[config.mk]
export PLATFORM = sky130hd
export DESIGN_NAME = fx2_stream_arbiter
export DESIGN_NICKNAME = d
export VERILOG_FILES = /design/src/rtl/fx2_pkg.sv /design/src/rtl/stream_ring_buffer.sv /design/src/rtl/fx2_stream_arbiter.sv
export SDC_FILE = /design/constraint.sdc
export NUM_CORES = 1
export LEC_CHECK = 0
export BUFFER_PORTS_ARGS = -buffer_cell sky130_fd_sc_hd__buf_2
export CORE_ASPECT_RATIO = 0.8
export CORE_UTILIZATION = 50
export DETAILED_ROUTE_END_ITERATION = 8
export PLACE_DENSITY = 0.65
export SLEW_MARGIN = 10
export SYNTH_ARGS = -nofsm -noshare
export SYNTH_HDL_FRONTEND = slang
export SYNTH_SLANG_ARGS = --single-unit
[constraint.sdc]
create_clock -name FX2_IFCLK -period 6.75 [get_ports FX2_IFCLK]
set_clock_uncertainty 0.2 [all_clocks]
set_input_delay 1.35 -clock FX2_IFCLK [delete_from_list [all_inputs] [get_ports FX2_IFCLK]]
set_output_delay 1.35 -clock FX2_IFCLK [all_outputs]
set_load 0.1 [all_outputs]
[src/rtl/fx2_pkg.sv]
// Shared constants and helpers for the FX2 IN-endpoint stream arbiter.
// Endpoint addresses, arbitration modes and word-to-byte selection.
package fx2_pkg;

  localparam logic [1:0] EP2 = 2'b00;
  localparam logic [1:0] EP4 = 2'b01;
  localparam logic [1:0] EP6 = 2'b10;
  localparam logic [1:0] EP8 = 2'b11;

  localparam int ARB_FIXED = 0;
  localparam int ARB_RR    = 1;

  function automatic logic [7:0] byte_of(
    input logic [31:0] word,
    input logic [1:0]  sel
  );
    return word[{sel, 3'b000} +: 8];
  endfunction

endpackage

[src/rtl/stream_ring_buffer.sv]
// Per-channel ring buffer with registered fullness and sticky overflow.
// A push into a full buffer is dropped even if a pop happens that cycle.
module stream_ring_buffer
  import fx2_pkg::*;
#(
  parameter int DATA_W     = 16,
  parameter int DEPTH_BITS = 2
) (
  input  logic                  clk,
  input  logic                  rst,
  input  logic                  push,
  input  logic [DATA_W-1:0]     data_in,
  input  logic                  pop,
  input  logic                  clear,
  output logic [DATA_W-1:0]     head,
  output logic [DEPTH_BITS:0]   count,
  output logic                  full,
  output logic                  empty,
  output logic                  overflow
);

  localparam int DEPTH = 1 << DEPTH_BITS;
  localparam int AW    = DEPTH_BITS + 1;

  logic [DATA_W-1:0]     mem [DEPTH];
  logic [DEPTH_BITS-1:0] wr_ptr;
  logic [DEPTH_BITS-1:0] rd_ptr;
  logic                  accept;
  logic                  drop;
  logic                  do_pop;

  assign full   = (count == AW'(DEPTH));
  assign empty  = (count == '0);
  assign accept = push && !full;
  assign drop   = push && full;
  assign do_pop = pop && !empty;
  assign head   = mem[rd_ptr];

  // Pointer, occupancy and overflow-flag bookkeeping.
  always_ff @(posedge clk or posedge rst) begin
    if (rst) begin
      wr_ptr   <= '0;
      rd_ptr   <= '0;
      count    <= '0;
      overflow <= 1'b0;
    end else begin
      if (accept) wr_ptr <= wr_ptr + 1'b1;
      if (do_pop) rd_ptr <= rd_ptr + 1'b1;
      count <= count + AW'(accept) - AW'(do_pop);
      if (drop)       overflow <= 1'b1;
      else if (clear) overflow <= 1'b0;
    end
  end

  // Storage array; contents are don't-care while the count is zero.
  always_ff @(posedge clk) begin
    if (accept) mem[wr_ptr] <= data_in;
  end

endmodule

[src/rtl/fx2_stream_arbiter.sv]
// Multi-channel word buffering and byte serialisation to FX2 slave FIFOs.
// Data has priority over PKTEND; empty packets are never committed.
module fx2_stream_arbiter
  import fx2_pkg::*;
#(
  parameter int NUM_CH     = 2,
  parameter int WORD_BYTES = 2,
  parameter int DEPTH_BITS = 2,
  parameter int PKT_BYTES  = 512,
  parameter int ARB_MODE   = ARB_FIXED,
  parameter logic [2*NUM_CH-1:0] EP_ADDRS = {EP6, EP2},
  parameter logic [1:0] IDLE_ADDR = EP4,
  localparam int DATA_W = 8 * WORD_BYTES
) (
  input  logic                     FX2_IFCLK,
  input  logic                     MAX2_RESET,
  input  logic                     enable,
  input  logic [NUM_CH-1:0]        ch_wr,
  input  logic [NUM_CH*DATA_W-1:0] ch_data,
  input  logic [NUM_CH-1:0]        ch_flush,
  input  logic                     clear_overflow,
  input  logic [NUM_CH-1:0]        fx2_ep_ready,
  output logic [1:0]               FX2_FIFOADDR,
  output logic                     FX2_SLWR,
  output logic                     FX2_PKTEND,
  output logic [7:0]               fifo_data,
  output logic [NUM_CH-1:0]        ch_overflow,
  output logic                     busy
);

  localparam int CW = (NUM_CH > 1) ? $clog2(NUM_CH) : 1;
  localparam int SW = (WORD_BYTES > 1) ? $clog2(WORD_BYTES) : 1;
  localparam int PW = $clog2(PKT_BYTES);
  localparam int AW = DEPTH_BITS + 1;

  logic [DATA_W-1:0] head [NUM_CH];
  logic [AW-1:0]     cnt  [NUM_CH];
  logic [PW-1:0]     pkt_cnt [NUM_CH];

  logic [NUM_CH-1:0] full_v;
  logic [NUM_CH-1:0] empty_v;
  logic [NUM_CH-1:0] pop_v;
  logic [NUM_CH-1:0] elig;
  logic [NUM_CH-1:0] fl_clr;
  logic [NUM_CH-1:0] flush_pend;

  logic          inflight;
  logic          pick_ok;
  logic          wr_now;
  logic          last;
  logic          fl_ok;
  logic          fl_fire;
  logic [CW-1:0] gnt;
  logic [CW-1:0] pick;
  logic [CW-1:0] cur;
  logic [CW-1:0] rr_last;
  logic [CW-1:0] fl_ch;
  logic [SW-1:0] sel;
  logic [7:0]    byte_now;
  int            idx;

  genvar g;
  generate
    for (g = 0; g < NUM_CH; g++) begin : g_ch
      stream_ring_buffer #(
        .DATA_W     (DATA_W),
        .DEPTH_BITS (DEPTH_BITS)
      ) u_rb (
        .clk      (FX2_IFCLK),
        .rst      (MAX2_RESET),
        .push     (ch_wr[g] & enable),
        .data_in  (ch_data[g*DATA_W +: DATA_W]),
        .pop      (pop_v[g]),
        .clear    (clear_overflow),
        .head     (head[g]),
        .count    (cnt[g]),
        .full     (full_v[g]),
        .empty    (empty_v[g]),
        .overflow (ch_overflow[g])
      );
    end
  endgenerate

  // Pick the next channel to grant and the next flush to service.
  always_comb begin
    elig    = '0;
    pick_ok = 1'b0;
    pick    = '0;
    idx     = 0;
    fl_ok   = 1'b0;
    fl_ch   = '0;
    fl_clr  = '0;
    pop_v   = '0;
    for (int c = 0; c < NUM_CH; c++) begin
      elig[c] = (cnt[c] != '0) && fx2_ep_ready[c];
    end
    for (int k = 0; k < NUM_CH; k++) begin
      if (ARB_MODE == ARB_RR) idx = (int'(rr_last) + 1 + k) % NUM_CH;
      else                    idx = k;
      if (!pick_ok && elig[idx]) begin
        pick_ok = 1'b1;
        pick    = CW'(idx);
      end
    end
    cur    = inflight ? gnt : pick;
    wr_now = inflight ? fx2_ep_ready[gnt] : pick_ok;
    last   = (sel == SW'(WORD_BYTES - 1));
    if (wr_now && last) pop_v[cur] = 1'b1;
    if (!inflight && !pick_ok) begin
      for (int c = 0; c < NUM_CH; c++) begin
        if (!fl_ok && flush_pend[c] && empty_v[c]) begin
          fl_ok = 1'b1;
          fl_ch = CW'(c);
        end
      end
    end
    if (fl_ok) fl_clr[fl_ch] = 1'b1;
    fl_fire  = fl_ok && (pkt_cnt[fl_ch] != '0);
    byte_now = byte_of(32'(head[cur]), 2'(sel));
  end

  // Word sequencing, packet counting and registered FX2 strobes.
  always_ff @(posedge FX2_IFCLK or posedge MAX2_RESET) begin
    if (MAX2_RESET) begin
      FX2_FIFOADDR <= IDLE_ADDR;
      FX2_SLWR     <= 1'b1;
      FX2_PKTEND   <= 1'b1;
      fifo_data    <= '0;
      busy         <= 1'b0;
      inflight     <= 1'b0;
      gnt          <= '0;
      sel          <= '0;
      rr_last      <= '0;
      flush_pend   <= '0;
      for (int c = 0; c < NUM_CH; c++) pkt_cnt[c] <= '0;
    end else begin
      FX2_FIFOADDR <= IDLE_ADDR;
      FX2_SLWR     <= 1'b1;
      FX2_PKTEND   <= 1'b1;
      busy         <= inflight | (|(~empty_v | full_v));
      flush_pend   <= (flush_pend & ~fl_clr) | ch_flush;
      unique case (1'b1)
        wr_now: begin
          FX2_SLWR     <= 1'b0;
          FX2_FIFOADDR <= EP_ADDRS[{cur, 1'b0} +: 2];
          fifo_data    <= byte_now;
          if (pkt_cnt[cur] == PW'(PKT_BYTES - 1))
            pkt_cnt[cur] <= '0;
          else
            pkt_cnt[cur] <= pkt_cnt[cur] + 1'b1;
          if (!inflight) rr_last <= cur;
          if (last) begin
            inflight <= 1'b0;
            sel      <= '0;
          end else begin
            inflight <= 1'b1;
            sel      <= sel + 1'b1;
            gnt      <= cur;
          end
        end
        fl_fire: begin
          FX2_PKTEND     <= 1'b0;
          FX2_FIFOADDR   <= EP_ADDRS[{fl_ch, 1'b0} +: 2];
          pkt_cnt[fl_ch] <= '0;
        end
        default: ;
      endcase
    end
  end

endmodule
# [Yosys cells after proc, flatten, opt, wreduce, memory -nomap -nowiden]
# Memories as Yosys holds them, arrays and structs flattened.
# Cells that the tools add are included.
# W data, S select, Z words.
[totals] ram_bits=128 in_bits=42 mem_count=2 output_inout_bits=15 reg_bits=52 elab_cells=145
[mem_list] memory="g_ch[0].u_rb.mem" depth=4 width=16 rd=1 rd_ports_with_merged_regs=0 write_ports=1 line="stream_ring_buffer.sv:25" rtl="logic [DATA_W-1:0] mem [DEPTH];"
[mem_list] memory="g_ch[1].u_rb.mem" depth=4 width=16 rd=1 rd_ports_with_merged_regs=0 write_ports=1 line="stream_ring_buffer.sv:25"
[classes] addsub=10 muxes=47 bitwise=15 magnitude_cmp=9 n_eq_ne=3 reduce_logical=37 n_shift=3
[ops] operator="$mux W9" count=8
[ops] operator="$mux W16" count=3
[ops] operator="$and A18 B18 Y18" count=2
[ops] operator="$not A18 Y18" count=2
[ops] operator="$pmux W18 S2" count=1
[ops] operator="$shiftx A32 B5 Y8" count=1
[ops] operator="$mux W1" count=26
[ops] operator="$logic_and A1 B1 Y1" count=19
[ops] operator="$bwmux W18" count=1
[ops] operator="$demux W9 S1" count=2
[ops] operator="$mux W18" count=1
[ops] operator="$add A9 B1 Y9 const B" count=1
[ops] operator="$eq A9 B9 Y1 const B" count=1
[ops] operator="$reduce_bool A9 Y1" count=1
[ops] operator="$add A2 B1 Y2 const B" count=4
[ops] operator="$logic_not A1 Y1" count=8
[ops] operator="$shiftx A4 B3 Y2 const A" count=2
[ops] operator="$add A3 B1 Y3" count=2
[ops] operator="$eq A3 B3 Y1 const B" count=2
[ops] operator="$logic_not A3 Y1" count=2
[ops] operator="$lt A1 B2 Y1 const B" count=3
[ops] operator="$reduce_bool A2 Y1" count=3
[ops] operator="$reduce_bool A3 Y1" count=2
[ops] operator="$sub A3 B1 Y3" count=2
[ops] operator="16 further kinds" count=25

# [Depth between registers and ports, before layout]
[depth] ltp_word=22 ltp_mapped=16

# [Cells and area by module]
# Synthesis repeated with hierarchy kept, for this count alone.
[unflattened] cells_unflattened=467 hier_area_um2=7762.4
[modules_own_cells] mod="stream_ring_buffer (g_ch[1].u_rb)" cells_each=130 n_inst=1 seq_area_each_um2=2122.0 area_each_um2=2875.3
[modules_own_cells] mod="stream_ring_buffer (g_ch[0].u_rb)" cells_each=129 n_inst=1 seq_area_each_um2=2122.0 area_each_um2=2864.0
[modules_own_cells] mod="fx2_stream_arbiter" cells_each=208 n_inst=1 seq_area_each_um2=879.6 area_each_um2=2023.2

# [Least setup slack after synthesis]
# Ideal clock, no wire load.
[synth_timing] path_kind="input to register" startpoint="input fx2_ep_ready[0]" endpoint="register pkt_cnt[5] (netlist name)" path_stages=15 slack_ps=2521 arrival_time_ps=3905 path_cell_list="o31a_4 > o31ai_4 > buf_4 > buf_2 > nand2_1 > nand2_1 > ha_1 > nand3_1 > or3_1 > o31ai_1 > ha_1 > inv_1 > o211ai_2 > nor3_1 > a211o_1"
[synth_between] elab_chain_len=16 elab_cells_between_ends=44 cone_classes="1 x add/sub; 4 x order compare; 1 x eq/ne; 22 x mux; 6 x bitwise; 10 x reduce/logical"
[synth_lines] element="start: declaration" line="fx2_stream_arbiter.sv:22" rtl="input logic [NUM_CH-1:0] fx2_ep_ready,"
[synth_lines] element="parallel branches: the longest is 16 deep, another holds $add A9 B1 Y9"
[synth_lines] element="end signal: indexed assignment" line="fx2_stream_arbiter.sv:150" rtl="pkt_cnt[cur] <= pkt_cnt[cur] + 1'b1;"
[synth_lines] element="end: declaration" line="fx2_stream_arbiter.sv:38" rtl="logic [PW-1:0] pkt_cnt [NUM_CH];"
# Several ways; the timed one is not identified. The select of a mux whose other input is x is not followed.
# A chain may end at the register's enable or synchronous reset.

# [Worst setup path in the final report]
[layout_timing] startpoint="input fx2_ep_ready[1]" endpoint="register pkt_cnt[3] (netlist name)"
[layout_between] elab_chain_len=14 elab_cells_between_ends=42 cone_classes="1 x add/sub; 4 x order compare; 1 x eq/ne; 21 x mux; 6 x bitwise; 9 x reduce/logical"
[layout_lines] element="parallel branches: the longest is 14 deep, another holds $add A9 B1 Y9"
# Several ways; the timed one is not identified. The select of a mux whose other input is x is not followed.

==> results.md <==
* Status: finished, final reports clean
* Min Hold Slack at roughly 0.30 ns
* Worst path max stage delay at between 0.4 and 0.5 ns
* Worst path bufs/invs at 2
* Die Width at approximately 140 um
* Cells along the critical path: buf_2 > o31ai_2 > o31a_1 > nand2_1 > nand2_1 > ha_1 > nand3_1 > or3_1 > o31ai_1 > ha_1 > inv_1 > o211ai_2 > nor3_1 > a211o_1
* Critical Path RT at 6.86 ns
* FILL cells at 1113
* CP Max Fanout at 11
* Layout cells sized above 1 at about a quarter
* Max Freq at ~0.24 GHz
* Setup repair bufs after CTS at 0
* Initial antenna violation count at 0
* Initial DRC Count at ~300
* CP Launch Type: input pin
* Largest net degree at the start of global routing at 52
* Post-synth EDFFs at 128
* Slew margin rel. at a little over a quarter
* Setup CP Type: input pin to flip-flop
* Leakage at ~3.2 nW
* Drt drc at 0
* # resized after CTS at 0
* Ys async rst share at around 28%
* Sequential-to-total area share from yosys stat at 68.0%
* DRT antenna net count at 0
* Met3 Wirelength at around 750 um
* TritonCTS buffer count at 17
* CTS Hold Bufs at 0
* Setup crit end kind: flip-flop
* Arr. time, crit path at between 4 and 5 ns
* Boundary Pins at 57
* Post-synthesis cell count at 480
* Power Density at between 400 and 500 nW/um^2
* Critical path depth in cells at 14
* Post-DP HPWL at 9490 um
* Minimum clock period at between 4 and 5 ns
* Clock Path Buffers at 2
* RD Place Congestion at around 0.87
* Worst hold path class: flip-flop to flip-flop
* Avg WL per Cell at 19.2 um
* Total grt overflow at 0
* Mapped Nets at ~540
* Routed Wire Length at 14100 um
* Port-buffer cells at 56
* Max VDD drop at approximately 0.25 mV
* Synth unique cells at 54
* Hold_sp: flush_pend[0]$_DFF_PP0_
* Fin. Hold Viols at 0
* Gr usage total at around 20%
* Metal-1 WL at roughly 6200 um
* Pins Over Slew Limit at 0
* Diodes inserted at 0
* Mapped Area at ~7500 sq um
* Clk slew on worst S/H paths at approximately 0.070 ns
* DR vias at ~4200
* Nets@finish at about 590
* FF-to-FF setup slack at ~2.6 ns
* Hold depth at 1
* Max-cap violations at 0
* Hold endpoint: flush_pend[0]$_DFF_PP0_
* Unrepaired setup endpoints after global routing: false
* TritonCTS sink count at roughly 180
* DR vias/cell at 5.67
* Number of global-route vias before repair at 4175
* Clock Latency Late Sink at about 0.43 ns
* Highest routing layer actually used: met4
* First-pass iteration count of the detailed router at 4
* Row count at 39
* Initial Util at between 50 and 60%
* CP delay by family, top: compound AO/OA/AOI/OAI gates
* CTS tree: built
* Die Height at about 110 um
* Syn avg cell area at roughly 16 sq um
* First-pass GRT wire length at approximately 23000 um
* Synth-to-layout area growth at 13.2%
* Post-synth top flop: edfxtp_1
* Fin Setup TNS at 0 ns
* Final setup fails at 0
* Tcrit/Tclk final at 61.9%
* Worst-Margin Slew at 1.10 ns
* Met2 WL at 6940 um
* Worst r2r path cells at 13
* CORE AREA at between 10000 and 15000 sq um
* Yosys warns at 0
* H-tree levels at 4
* FF-to-FF Start: g_ch[1].u_rb.count[2]$_DFF_PP0_
* R2R Path End: pkt_cnt[3]$_DFFE_PP0P_
* Slowest library cell on the worst path: o31a_1
* Full die area at between 15000 and 20000 sq um
* #FFs+latches synth at 179
* Clk root buf: clkbuf_16
stage by stage:
step	cell area [sq um]	power [mW]	std cells	setup WS [ns]	utilization [%]
after floorplan	7540	2.60	480	2.52	-
after global placement	7950	2.87	701	2.34	54.8
after detailed placement	7950	2.90	701	2.14	54.8
after CTS	8530	3.87	733	2.60	58.9
after global routing	8530	4.03	733	2.27	58.9
final	8530	3.83	733	2.57	58.9
layout make-up:
type / instances / area (sq um) / share of cell area (%)
multi-input combinational: 257 / 2210 / 25.9
clock buffer: 17 / 425 / 4.99
inverter: 23 / 87.6 / 1.03
tap: 184 / 230 / 2.70
timing repair buffer: 58 / 295 / 3.46
sequential: 179 / 5120 / 60.1
clock inverter: 15 / 159 / 1.86
placed cells by master (no fill, tap or decap), types with 3 or more instances in the layout:
cell type / n
a211o_1: 4
a21o_1: 6
a21oi_1: 14
a22oi_1: 3
a31oi_1: 6
and2_1: 11
and3_1: 4
buf_2: 56
clkbuf_16: 17
dfrtp_1: 48
dfstp_2: 3
edfxtp_1: 128
ha_1: 14
inv_1: 21
inv_6: 4
inv_8: 4
mux2_2: 7
mux4_2: 32
nand2_1: 47
nand3_1: 12
nand4_1: 3
nor2_1: 15
nor3_1: 10
nor4_1: 4
o21ai_0: 10
o22ai_1: 9
o2bb2ai_1: 5
xnor2_1: 8
xor2_1: 3
state kept, by name (all words and copies together) (netlist names):
name	cells
g_ch.u_rb.wr_ptr	4
g_ch.u_rb.rd_ptr	4
FX2_SLWR	1
flush_pend	2
fifo_data	8
g_ch.u_rb.overflow	2
g_ch.u_rb.count	6
FX2_PKTEND	1
busy	1
gnt	1
inflight	1
FX2_FIFOADDR	2
g_ch.u_rb.mem	128
pkt_cnt	18
synthesized netlist by cell type (10+ instances only):
| master | instances | area, sq um |
|---|---|---|
| nor2_1 | 15 | 56.3 |
| dfrtp_1 | 48 | 1200 |
| nand2_1 | 47 | 176 |
| mux4_2 | 32 | 721 |
| edfxtp_1 | 128 | 3840 |
| ha_1 | 14 | 175 |
| nor3_1 | 10 | 50.1 |
| inv_1 | 22 | 82.6 |
| and2_1 | 11 | 68.8 |
| o21ai_0 | 10 | 50.1 |
| a21oi_1 | 14 | 70.1 |
| nand3_1 | 12 | 60.1 |
worst max-delay path by stage:
stage	start	to	slack, ns
2_1_floorplan	fx2_ep_ready[0]	pkt_cnt[5]$_DFFE_PP0P_	2.52
3_3_place_gp	fx2_ep_ready[1]	pkt_cnt[5]$_DFFE_PP0P_	2.34
3_5_place_dp	fx2_ep_ready[1]	pkt_cnt[3]$_DFFE_PP0P_	2.14
4_1_cts	g_ch[1].u_rb.count[1]$_DFF_PP0_	pkt_cnt[3]$_DFFE_PP0P_	2.60
5_1_grt	g_ch[1].u_rb.count[1]$_DFF_PP0_	pkt_cnt[3]$_DFFE_PP0P_	2.27
6_report	fx2_ep_ready[1]	pkt_cnt[3]$_DFFE_PP0P_	2.57
routing by layer:
layer	global-route usage [%]	up-vias
met2	31.9	116
met5	0	-
met4	5.78	0
li1	-	1947
met1	26.8	2082
met3	5.51	12
logic make-up (layout without fill, tap and decap cells):
logic type | after synthesis | after routing | synth area share, %
DFF | 179 | 179 | 68.0
and+or+nand+nor | 118 | 118 | 7.55
AOI/OAI and AO/OA | 71 | 71 | 6.77
buffers and inverters | 44 | 113 | 2.69
muxes | 41 | 41 | 10.9
adders and majority gates | 16 | 16 | 2.86
xor gates and xnor gates | 11 | 11 | 1.28
where the power goes:
part           internal [mW]  total, mW  switching [mW]
clock network          0.524      0.970           0.445
registers               1.39       1.60           0.214
logic                  0.472       1.26           0.790
No activity file was read; power rests on OpenSTA's default activity.
